**config.mk**
```make
export PLATFORM = sky130hd
export DESIGN_NAME = wb_stage
export DESIGN_NICKNAME = d
export VERILOG_FILES = /design/src/rtl/cpu_pkg.sv /design/src/rtl/wb_fifo.sv /design/src/rtl/wb_stage.sv
export SDC_FILE = /design/constraint.sdc
export NUM_CORES = 1
export LEC_CHECK = 0
export BUFFER_PORTS_ARGS = -buffer_cell sky130_fd_sc_hd__buf_2
export CORE_MARGIN = 3
export CORE_UTILIZATION = 35
export CTS_CLUSTER_DIAMETER = 120
export DETAILED_ROUTE_END_ITERATION = 8
export PLACE_DENSITY_LB_ADDON = 0.2
export SKIP_LAST_GASP = 1
export SLEW_MARGIN = 20
export SYNTH_ARGS = -nofsm -noshare
export SYNTH_HDL_FRONTEND = slang
export SYNTH_HIERARCHICAL = 1
export SYNTH_SLANG_ARGS = --single-unit
```
**constraint.sdc**
```tcl
create_clock -name clk -period 5.7 [get_ports clk]
set_input_delay 1.14 -clock clk [delete_from_list [all_inputs] [get_ports clk]]
set_output_delay 1.14 -clock clk [all_outputs]
set_load 0.005 [all_outputs]
```
**src/rtl/cpu_pkg.sv**
```systemverilog
// Shared CPU types for the writeback stage.
// Retirement entry layout and writeback source selects.
package cpu_pkg;

  localparam int WB_DW = 32;
  localparam int WB_RW = 4;

  localparam logic WB_SEL_ALU = 1'b0;
  localparam logic WB_SEL_MEM = 1'b1;

  typedef struct packed {
    logic             reg_wr;
    logic             wb_sel;
    logic [WB_RW-1:0] reg_dst;
    logic [WB_DW-1:0] data;
  } wb_entry_t;

endpackage

```
**src/rtl/wb_fifo.sv**
```systemverilog
// In-order retirement FIFO of wb_entry_t.
// Head entry is read combinationally; push/pop are ignored when full/empty.
module wb_fifo
  import cpu_pkg::*;
#(
  parameter int DEPTH = 4,
  parameter int CW    = $clog2(DEPTH) + 1
) (
  input  logic          clk,
  input  logic          rst_n,
  input  logic          i_push,
  input  wb_entry_t     i_data,
  input  logic          i_pop,
  output wb_entry_t     o_head,
  output logic          o_full,
  output logic          o_empty,
  output logic [CW-1:0] o_count
);

  localparam int AW = $clog2(DEPTH);
  localparam logic [CW-1:0] ONE = CW'(1);

  wb_entry_t         r_mem [DEPTH];
  logic [AW-1:0]     r_wptr;
  logic [AW-1:0]     r_rptr;
  logic [CW-1:0]     r_count;
  logic              w_push;
  logic              w_pop;

  assign o_full  = (r_count == CW'(DEPTH));
  assign o_empty = (r_count == '0);
  assign o_count = r_count;
  assign o_head  = r_mem[r_rptr];
  assign w_push  = i_push && !o_full;
  assign w_pop   = i_pop && !o_empty;

  always_ff @(posedge clk) begin
    if (w_push) r_mem[r_wptr] <= i_data;
  end

  // Pointers wrap naturally because DEPTH is a power of two
  always_ff @(posedge clk) begin
    if (!rst_n) begin
      r_wptr  <= '0;
      r_rptr  <= '0;
      r_count <= '0;
    end else begin
      if (w_push) r_wptr <= r_wptr + AW'(1);
      if (w_pop)  r_rptr <= r_rptr + AW'(1);
      unique case ({w_push, w_pop})
        2'b10:   r_count <= r_count + ONE;
        2'b01:   r_count <= r_count - ONE;
        default: r_count <= r_count;
      endcase
    end
  end

endmodule

```
**src/rtl/wb_stage.sv**
```systemverilog
// Writeback stage: in-order retirement with variable-latency load data.
// Drives the register-file write port that also feeds decode bypass.
module wb_stage
  import cpu_pkg::*;
#(
  parameter int DEPTH = 4,
  parameter int DW    = 32,
  parameter int RW    = 4
) (
  input  logic                     clk,
  input  logic                     rst_n,
  input  logic                     in_valid,
  output logic                     in_ready,
  input  logic                     in_reg_wr,
  input  logic                     in_wb_sel,
  input  logic [RW-1:0]            in_reg_dst,
  input  logic [DW-1:0]            in_alu_result,
  input  logic                     mem_rdata_valid,
  output logic                     mem_rdata_ready,
  input  logic [DW-1:0]            mem_rdata,
  output logic                     wr,
  output logic [RW-1:0]            wr_dst,
  output logic [DW-1:0]            wr_data,
  output logic                     stall_out,
  output logic [$clog2(DEPTH):0]   occupancy,
  output logic                     err_orphan
);

  localparam int CW = $clog2(DEPTH) + 1;

  logic            r_hold_valid;
  logic [DW-1:0]   r_hold_data;
  logic [CW-1:0]   r_load_pend;
  logic            r_wr;
  logic [RW-1:0]   r_wr_dst;
  logic [DW-1:0]   r_wr_data;
  logic            r_err;

  wb_entry_t       w_in;
  wb_entry_t       w_head;
  logic            w_full;
  logic            w_empty;
  logic [CW-1:0]   w_count;
  logic            w_push;
  logic            w_pop;
  logic            w_mem_acc;
  logic            w_orphan;
  logic            w_mem_use;
  logic            w_head_ld;
  logic            w_hold_cap;
  logic            w_hold_clr;
  logic            w_ld_push;
  logic [DW-1:0]   w_data;

  assign w_in = '{
    reg_wr:  in_reg_wr,
    wb_sel:  in_wb_sel,
    reg_dst: in_reg_dst,
    data:    in_alu_result
  };

  wb_fifo #(
    .DEPTH (DEPTH),
    .CW    (CW)
  ) u_fifo (
    .clk     (clk),
    .rst_n   (rst_n),
    .i_push  (w_push),
    .i_data  (w_in),
    .i_pop   (w_pop),
    .o_head  (w_head),
    .o_full  (w_full),
    .o_empty (w_empty),
    .o_count (w_count)
  );

  assign in_ready        = !w_full;
  assign stall_out       = w_full;
  assign occupancy       = w_count;
  assign mem_rdata_ready = !r_hold_valid;
  assign wr              = r_wr;
  assign wr_dst          = r_wr_dst;
  assign wr_data         = r_wr_data;
  assign err_orphan      = r_err;

  assign w_push    = in_valid && in_ready;
  assign w_ld_push = w_push && (in_wb_sel == WB_SEL_MEM);
  assign w_mem_acc = mem_rdata_valid && mem_rdata_ready;
  assign w_orphan  = w_mem_acc && (r_load_pend == '0);
  assign w_mem_use = w_mem_acc && !w_orphan;
  assign w_head_ld = !w_empty && (w_head.wb_sel == WB_SEL_MEM);

  assign w_pop = !w_empty &&
                 (!w_head_ld || r_hold_valid || w_mem_use);

  // Data consumed straight from memory never lands in hold
  assign w_hold_clr = w_pop && w_head_ld && r_hold_valid;
  assign w_hold_cap = w_mem_use && !(w_pop && w_head_ld);

  always_comb begin
    w_data = w_head.data;
    unique case (1'b1)
      !w_head_ld:                 w_data = w_head.data;
      w_head_ld && r_hold_valid:  w_data = r_hold_data;
      w_head_ld && !r_hold_valid: w_data = mem_rdata;
      default:                    w_data = w_head.data;
    endcase
  end

  always_ff @(posedge clk) begin
    if (!rst_n) begin
      r_hold_valid <= 1'b0;
      r_hold_data  <= '0;
      r_load_pend  <= '0;
      r_wr         <= 1'b0;
      r_wr_dst     <= '0;
      r_wr_data    <= '0;
      r_err        <= 1'b0;
    end else begin
      if (w_hold_cap) begin
        r_hold_valid <= 1'b1;
        r_hold_data  <= mem_rdata;
      end else if (w_hold_clr) begin
        r_hold_valid <= 1'b0;
      end
      r_load_pend <= r_load_pend + CW'(w_ld_push)
                     - CW'(w_mem_use);
      r_wr <= w_pop && w_head.reg_wr;
      if (w_pop) begin
        r_wr_dst  <= w_head.reg_dst;
        r_wr_data <= w_data;
      end
      if (w_orphan) r_err <= 1'b1;
    end
  end

endmodule

```
==> impl_results.md <==
- CTS Root Cell: clkbuf_16
- Distinct cell type count after synthesis: 38
- Total chip power: 6098 uW
- Vias: 6,025
- CP endpoint kind: flip-flop
- Fill count: 2,660
- # setup viols final: 0
- Flop pwr share: between 40% and 50%
- GP Congestion: between 0.6 and 0.7
- Die Area: 31,220 um2
- Sequential fraction of the synthesis area: 61.06%
- Critical Path RT: approximately 6200 ps
- Worst EP arrival: 4120 ps
- Dpl hpwl: 14,290 um
- Relative slew slack: 39.34%
- Final period util: 64.21%
- Leakage: 0.004135 uW
- Internal power: 3982 uW
- Num CTS Buffers: 27
- Detail-routed via count per cell: 5.008
- WL/cell: 19.86 um
- WS Path Type: reg2reg
- RSZ-0062 raised after global routing: false
- Max Cap Viol: 0
- H-tree level count: 1
- Net switching power: 2117 uW
- Sw frac: 34.71%
- R2R depth: 11
- Status: complete, no violations
- Global Route Usage Sum: 15.32%
- RR Endpoint: u_fifo/o_count[2]$_SDFFE_PN0P_
- Avg Cell Area, Syn: 14.46 um2
- Slew Limit Fails: 0
- Maximum VDD drop: 0.3338 mV
- Post-route ant nets: 0
- Flop-to-flop setup slack: 2040 ps
- Synth Register Bits: between 200 and 250
- Drt first pass iters: 4
- Fin Setup TNS: 0 ps
- Layout area overhead: 16.98%
- Setup crit end: u_fifo/o_count[2]$_SDFFE_PN0P_
- Hold Vio Cnt, Final: 0
- Worst Tran Pin Value: between 900 and 1000 ps
- First-pass GRT wire length: 37,090 um
- CTS tree: done
- CTS-repair resized insts: 0
- Async set-reset flop share out of synthesis: 0%
- Logic pwr share: about a third
- Clock power share: between 20 and 30%
- Fin nets: approximately 890
- Syn nets: 788
- Ratio of cells with drive above 1 in the final layout: 30.83%
- Synth area leaders: edfxtp_1, dfxtp_1, mux4_2
- Worst-Skew Late Latency: 530 ps
- Cells after Synth: 705
- Setup crit start kind: flip-flop
- Starting Density: roughly 36%
- Cell taking the most area after synthesis: edfxtp_1
- Max FO, Critical Path: 38
- Largest net degree at the start of global routing: 90
- Number of hold buffers added after cts: 0
- Fmax: 0.2732 GHz
- DRC Markers: 0
- CTS Buffer Depth: 3
- Die H: 176.7 um
- Hold WC Path Type: reg2reg
- Yosys top cell area share: between 40 and 50%
- Synth Flop Type: edfxtp_1
- Gr ovfl total: 0
- Clock Skew: 17.93 ps
- Synth warnings: 6
- Die W: 176.7 um
- Clk pin slew, worst setup/hold paths: 60 ps
- Post-Syn Area: between 10,000 and 15,000 um2
- First DRT Iteration DRCs: 446
- EDFF count, synth: 152
- Top Ports: 118
- Drt total wl: approximately 24,000 um
- Setup bufs post-CTS: 0
- Vias in the first global route: roughly 6,100
- Cell Pwr Density: 511.3 nW/um2
- Core Rows: 61
- Core area: 28,240 um2
- PortBufs: 117
- Initial antenna violation count: 3
- Clk sink count: between 200 and 250
- Min cycle time layout: 3660 ps
==> state kept, by name, summed over array words and instances, names as in the netlist, named ones only <==
register        cells
wr                  1
u_fifo/o_count      3
u_fifo/r_rptr       2
wr_dst              4
r_hold_valid        1
wr_data            32
r_hold_data        32
err_orphan          1
r_load_pend         3
u_fifo/r_wptr       2
u_fifo/r_mem      152
==> worst min-delay path by stage <==
| stage | startpoint | endpoint | slack, ps | cells past startpoint |
|---|---|---|---|---|
| finish | r_hold_data[20]$_SDFFE_PN0P_ | r_hold_data[20]$_SDFFE_PN0P_ | 460 | 2 |
| global route | r_hold_data[6]$_SDFFE_PN0P_ | r_hold_data[6]$_SDFFE_PN0P_ | 470 | 2 |
| CTS | r_hold_data[20]$_SDFFE_PN0P_ | r_hold_data[20]$_SDFFE_PN0P_ | 460 | 2 |
| detailed placement | r_hold_data[20]$_SDFFE_PN0P_ | r_hold_data[20]$_SDFFE_PN0P_ | 450 | 2 |
| global placement | r_hold_data[20]$_SDFFE_PN0P_ | r_hold_data[20]$_SDFFE_PN0P_ | 440 | 2 |
| floorplan | r_hold_data[0]$_SDFFE_PN0P_ | r_hold_data[0]$_SDFFE_PN0P_ | 440 | 2 |
==> critical path: stages, from the launching register on <==
cell and delay [ps]:
dfxtp_4 890, mux4_2 630, nor2b_4 280, o22a_4 260
inv_2 60, nor2b_1 210, ha_1 210, inv_1 60
fa_1 370, xor2_1 150, or3_1 290, a21boi_0 150
==> final cells by class <==
cell class	count	area, um2	share of cell area [%]
clock inverter	17	151.4	1.269
multi-input combinational	398	3630	30.43
sequential	235	6232	52.25
timing repair buffer	131	693.2	5.811
clock buffer	32	704.4	5.906
tap	378	473.0	3.965
inverter	11	41.29	0.3462
antenna	1	2.502	0.02098
==> routing by layer <==
| metal | wire length [um] | vias up | part of all wire, % | global-route usage, % |
|---|---|---|---|---|
| li1 | - | 2876 | - | - |
| met1 | 10300 | 2971 | 43 | 20.47 |
| met2 | 11830 | 139 | 50 | 26.00 |
| met3 | 1246 | 35 | 5.2 | 2.853 |
| met4 | 485 | 4 | 2.0 | 3.666 |
| met5 | 34 | - | 0.14 | 0 |
==> cell usage in the layout (no fill, tap or decap), types with 7 or more instances in the layout <==
cell	netlist	final
o221ai_1	32	32
nand2_1	80	80
buf_4	1	15
edfxtp_1	152	152
ha_1	7	7
mux2i_1	38	38
and2_1	40	36
dfxtp_1	83	80
buf_2	12	116
a211oi_1	32	32
o31ai_4	20	20
clkbuf_16	0	27
nor2b_1	39	37
o21ai_0	37	37
inv_1	10	10
mux4_2	38	38
==> Yosys cell counts (all sizes together), types with 22 or more instances <==
master / count
edfxtp: 152
dfxtp: 83
nand2: 80
and2: 40
clkbuf: 39
nor2b: 39
mux2i: 38
mux4: 38
o21ai: 37
a211oi: 32
o221ai: 32
o31ai: 32
buf: 22
==> power by group through the flow <==
stage	Combinational [uW]	Clock, uW	Sequential, uW
after CTS	2060	1690	2460
after floorplan	1570	0	2370
after global routing	2210	1770	2490
final	2010	1650	2440
after detailed placement	2050	0	2490
after global placement	2030	0	2490
==> logic make-up after synthesis <==
kind of cell	Yosys count	synth area share (%)
flops	235	61.06
simple gates	171	8.860
compound gates	138	12.66
mux	76	12.12
buf+inv	72	3.694
fa+ha+maj	9	1.252
xor+xnor	4	0.3437
==> through the flow <==
stage | cells | setup slack (ps) | hold WS (ps) | area, um2 | utilization, %
floorplan | 705 | 2558 | 435.1 | 10200 | -
finish | 1203 | 2040 | 456.0 | 11930 | 42.24
global route | 1202 | 1743 | 473.6 | 11930 | 42.23
global placement | 1153 | 2018 | 443.3 | 11070 | 39.20
detailed placement | 1153 | 1987 | 448.3 | 11070 | 39.20
CTS | 1202 | 1968 | 458.1 | 11930 | 42.23
Power figures use the tool's default switching activity.
